<file path="src/rtl/mux_demux_dispatch.sv">
// Registered 1-to-2 demultiplexer: steers each accepted word into one of two
// independent FIFOs, each draining through its own valid/ready port.
module mux_demux_dispatch #(
    parameter int WIDTH = 3,
    parameter int DEPTH = 2
) (
    input  logic                       clk,
    input  logic                       rst_n,
    input  logic [WIDTH-1:0]           din,
    input  logic                       sel,
    input  logic                       in_valid,
    output logic                       in_ready,
    output logic [WIDTH-1:0]           dout_0,
    output logic                       valid_0,
    input  logic                       ready_0,
    output logic [WIDTH-1:0]           dout_1,
    output logic                       valid_1,
    input  logic                       ready_1,
    output logic [$clog2(DEPTH+1)-1:0] count_0,
    output logic [$clog2(DEPTH+1)-1:0] count_1
);

    localparam int PW = $clog2(DEPTH);
    localparam int CW = $clog2(DEPTH + 1);

    logic [WIDTH-1:0] mem [2][DEPTH];
    logic [PW-1:0]    wp  [2];
    logic [PW-1:0]    rp  [2];
    logic [CW-1:0]    cnt [2];
    logic [1:0]       push;
    logic [1:0]       pop;
    logic [1:0]       rdy;

    // Admission looks only at the selected FIFO's occupancy; a pop in the
    // same cycle does not free a slot for a full FIFO.
    // NOTE: every always_comb output gets a default first so no path leaves it
    // unassigned, which would otherwise infer a latch.
    always_comb begin
        in_ready = 1'b0;
        push     = 2'b00;
        pop      = 2'b00;
        rdy      = {ready_1, ready_0};
        in_ready = (sel ? cnt[1] : cnt[0]) != CW'(DEPTH);
        push[0]  = in_valid && in_ready && !sel;
        push[1]  = in_valid && in_ready &&  sel;
        for (int k = 0; k < 2; k++) begin
            pop[k] = (cnt[k] != '0) && rdy[k];
        end
    end

    // NOTE: storage is reset along with the pointers so dout reads 0 after
    // reset rather than stale data; this costs a reset net on every cell.
    // NOTE: sequential state uses non-blocking assignments so every register
    // samples pre-edge values regardless of statement order.
    always_ff @(posedge clk or negedge rst_n) begin
        if (!rst_n) begin
            for (int k = 0; k < 2; k++) begin
                wp[k]  <= '0;
                rp[k]  <= '0;
                cnt[k] <= '0;
                for (int i = 0; i < DEPTH; i++) begin
                    mem[k][i] <= '0;
                end
            end
        end else begin
            for (int k = 0; k < 2; k++) begin
                if (push[k]) begin
                    mem[k][wp[k]] <= din;
                    wp[k]         <= wp[k] + PW'(1);
                end
                if (pop[k]) begin
                    rp[k] <= rp[k] + PW'(1);
                end
                case ({push[k], pop[k]})
                    2'b10:   cnt[k] <= cnt[k] + CW'(1);
                    2'b01:   cnt[k] <= cnt[k] - CW'(1);
                    default: cnt[k] <= cnt[k];
                endcase
            end
        end
    end

    assign dout_0  = mem[0][rp[0]];
    assign dout_1  = mem[1][rp[1]];
    assign valid_0 = (cnt[0] != '0);
    assign valid_1 = (cnt[1] != '0);
    assign count_0 = cnt[0];
    assign count_1 = cnt[1];

endmodule
</file>
<file path="config.mk">
export PLATFORM = sky130hd
export DESIGN_NAME = mux_demux_dispatch
export DESIGN_NICKNAME = d
export VERILOG_FILES = /design/src/rtl/mux_demux_dispatch.sv
export SDC_FILE = /design/constraint.sdc
export NUM_CORES = 1
export LEC_CHECK = 0
export BUFFER_PORTS_ARGS = -buffer_cell sky130_fd_sc_hd__clkbuf_2
export CORE_ASPECT_RATIO = 0.75
export CORE_MARGIN = 1
export CORE_UTILIZATION = 48
export CTS_CLUSTER_DIAMETER = 150
export CTS_CLUSTER_SIZE = 25
export DETAILED_ROUTE_END_ITERATION = 10
export PLACE_DENSITY = 0.72
export SLEW_MARGIN = 20
export SYNTH_ARGS = -nofsm -noshare
export SYNTH_HDL_FRONTEND = slang
export SYNTH_SLANG_ARGS = --single-unit
</file>
<file path="constraint.sdc">
create_clock -name clk -period 4.55 [get_ports clk]
set_input_delay 0.455 -clock clk [delete_from_list [all_inputs] [get_ports clk]]
set_output_delay 0.455 -clock clk [all_outputs]
set_load 0.005 [all_outputs]
</file>
==> out/qor.yml <==
status: "complete, no violations"
r2r_slack_ns: 2.87
critPathSlowestCell: "dfrtp_1"
dp_hpwl_mm: 1.30
start_util_pct: 53.1
crit_cells: 2
path_clk_slew_ns: 0.12
yosys_warnings: 0
synthDominantCellAreaShare_pct: 52.7
critPathLaunch: "rp[0]"
num_io_pins: 22
worstRegToRegCells: 5
slew_violations: 0
cp_num_buf_inv: 1
syn-instance-count: 70
cts_setup_buffers: 0
yosys.area.top_type: "dfrtp_1"
cts_root_buffer: "clkbuf_4"
grt_overflow_total: 0
busiest_layer: "met2"
rows: 13
area_growth_syn_to_layout_pct: 19.5
drt_iter0_drc: 5
n_antenna_cell: 0
drive_gt1_share_pct: 49.5
core_area_um2: 1790
die_area_um2: 2160
htree_levels: 1
synth_seq_cells: 20
grt_start_max_net_pins: 21
critPathArrivalTime_ns: 1.24
synth.area.top_cells: "dfrtp_1 53%, mux2_2 18%, xnor2_1 5.5%"
syn_nets: 81
setup_viol: 0
setup_tns_ns: 0
vias: 593
synth.distinct_cells: 18
die_w_um: 53.4
grtUsageMet2_pct: 28.4
dr.pass1.iters: 2
hold-worst-slack_ns: 0.0786
cts.sinks: 20
critPathLaunchType: "register"
p_clk_share_pct: 17.6
post_cts_resized: 0
hold_violations: 0
seq_power_share_pct: 41.5
worstReg2RegEnd: "count_1[1]"
worst_slew_pin_slew_ns: 0.499
intPower_mw: 0.574
hp-class: "primary input to asynchronous set/reset pin"
clk_latency_ns: 0.31
crit_required_ns: 4.09
finClkSkew_ns: 0.00528
leakage_nw: 0.532
critical_path.endpoint: "dout_1[1]"
vias_per_cell: 5.07
sw_frac_of_total_pct: 31.3
seq_area_frac_synth_pct: 52.7
regToRegStartpoint: "count_1[0]"
fmax_ghz: 0.589
rsz0062_at_grt: "false"
drc_errors: 0
cts_tree: "yes"
detail-route-antenna-nets: 0
drv_cap: 0
fin_crit_sh_pct: 37.3
antenna_found_initial: 0
critical_path_class: "register to primary output"
comb_power_share_pct: 40.9
grt_pass1_vias: 536
post-route-min-period_ns: 1.70
wire_per_inst_um: 14.5
syn-cell-area_um2: 950
grtUsageMet3_pct: 6.82
cts_hold_buf: 0
irDropWorstVdd_mv: 0.416
power.switching_mw: 0.262
track_usage_pct: 18.9
final_nets: 107
power_density_nw_per_um2: 737
io_buffers: 21
routed_wl_mm: 1.69
slowest_delay_ns: 0.46
die_height_um: 40.5
grt_pass1_wl_mm: 2.56
routabilityCongestion: 0.661
met1_usage_pct: 23.3
slew-limit-headroom_pct: 66.7
worst_setup_path_end_kind: "primary output"
crit_chain: "mux2_2 -> clkbuf_2"
cts.path.max_buffers: 2
cts_buffers: 3
syn_area_per_cell_um2: 13.6
crit_fanout: 4
critical-path-top-delay-family: "flip-flops"
worst min-delay path by stage:
stage                     cells past startpoint  startpoint          to
after floorplan                               0       rst_n  count_0[0]
after global placement                        1       rst_n      mem[6]
after detailed placement                      1       rst_n       rp[1]
after CTS                                     1       rst_n       rp[1]
after global routing                          1       rst_n      mem[7]
final                                         1       rst_n       rp[1]
worst reg2reg max path, cell delays in order (launching register included):
cell,delay (ns)
dfrtp_1,0.46
or2_2,0.33
and2_1,0.19
ha_1,0.31
nor2_1,0.17
xor2_1,0.16
registers in the layout (all words and copies together), names as in the netlist:
| register | count |
|---|---|
| count_0 | 2 |
| wp | 2 |
| rp | 2 |
| mem | 12 |
| count_1 | 2 |
power groups by stage:
stage,logic (mW),clock network (mW),registers [mW]
floorplan,0.238,0,0.334
global placement,0.331,0,0.349
detailed placement,0.347,0,0.353
CTS,0.349,0.153,0.349
global route,0.381,0.156,0.360
finish,0.342,0.147,0.347
logic make-up after synthesis:
family,count (synthesis),synth area share (%)
xor gates and xnor gates,10,9.22
adders and majority gates,2,2.63
AOI/OAI and AO/OA,1,0.527
muxes,18,22.5
DFF,20,52.7
and+or+nand+nor,19,12.4
layer usage:
layer	share of wire, %	vias up
li1	-	292
met4	2.5	0
met3	5.0	4
met5	0	-
met2	45	14
met1	48	283
placed cells by master, fill, tap and decap left out:
cell type   n
mux2_2     15
xnor2_1     6
nand2b_1    3
or2_2       2
nand2_1     1
nand2b_4    1
clkbuf_4    3
nor2b_1     2
mux2_4      3
or3b_4      1
clkbuf_2   21
nand3_1     1
nor3_1      2
ha_1        2
a21oi_1     1
nor2_1      3
nand4_1     1
xor2_1      4
dfrtp_1    20
bufinv_16   1
and2_1      2
synth_stat cells:
master     n
dfrtp_1   20
mux2_2    15
xnor2_1    6
xor2_1     4
mux2_4     3
nand2b_1   3
nor2_1     3
and2_1     2
ha_1       2
nor2b_1    2
nor3_1     2
or2_2      2
a21oi_1    1
nand2_1    1
nand2b_4   1
nand3_1    1
nand4_1    1
or3b_4     1
stage by stage:
step	worst slack, ns	total power [mW]	area [um^2]	utilization [%]	cells
after CTS	2.83	0.850	1130	63.4	117
after floorplan	2.97	0.572	950	-	70
final	2.85	0.836	1130	63.4	117
after global placement	2.93	0.680	1080	60.5	113
after global routing	2.76	0.897	1130	63.4	117
after detailed placement	2.89	0.700	1080	60.5	113
cell type report:
class / count / area [um^2]
clock inverters: 1 / 30.0
well taps: 22 / 27.5
repair buffers: 21 / 105
fillers: 145 / 654
flip-flops and latches: 20 / 500
multi-input cells: 50 / 449
clock buffers: 3 / 22.5
(Power assumes the default switching activity.)
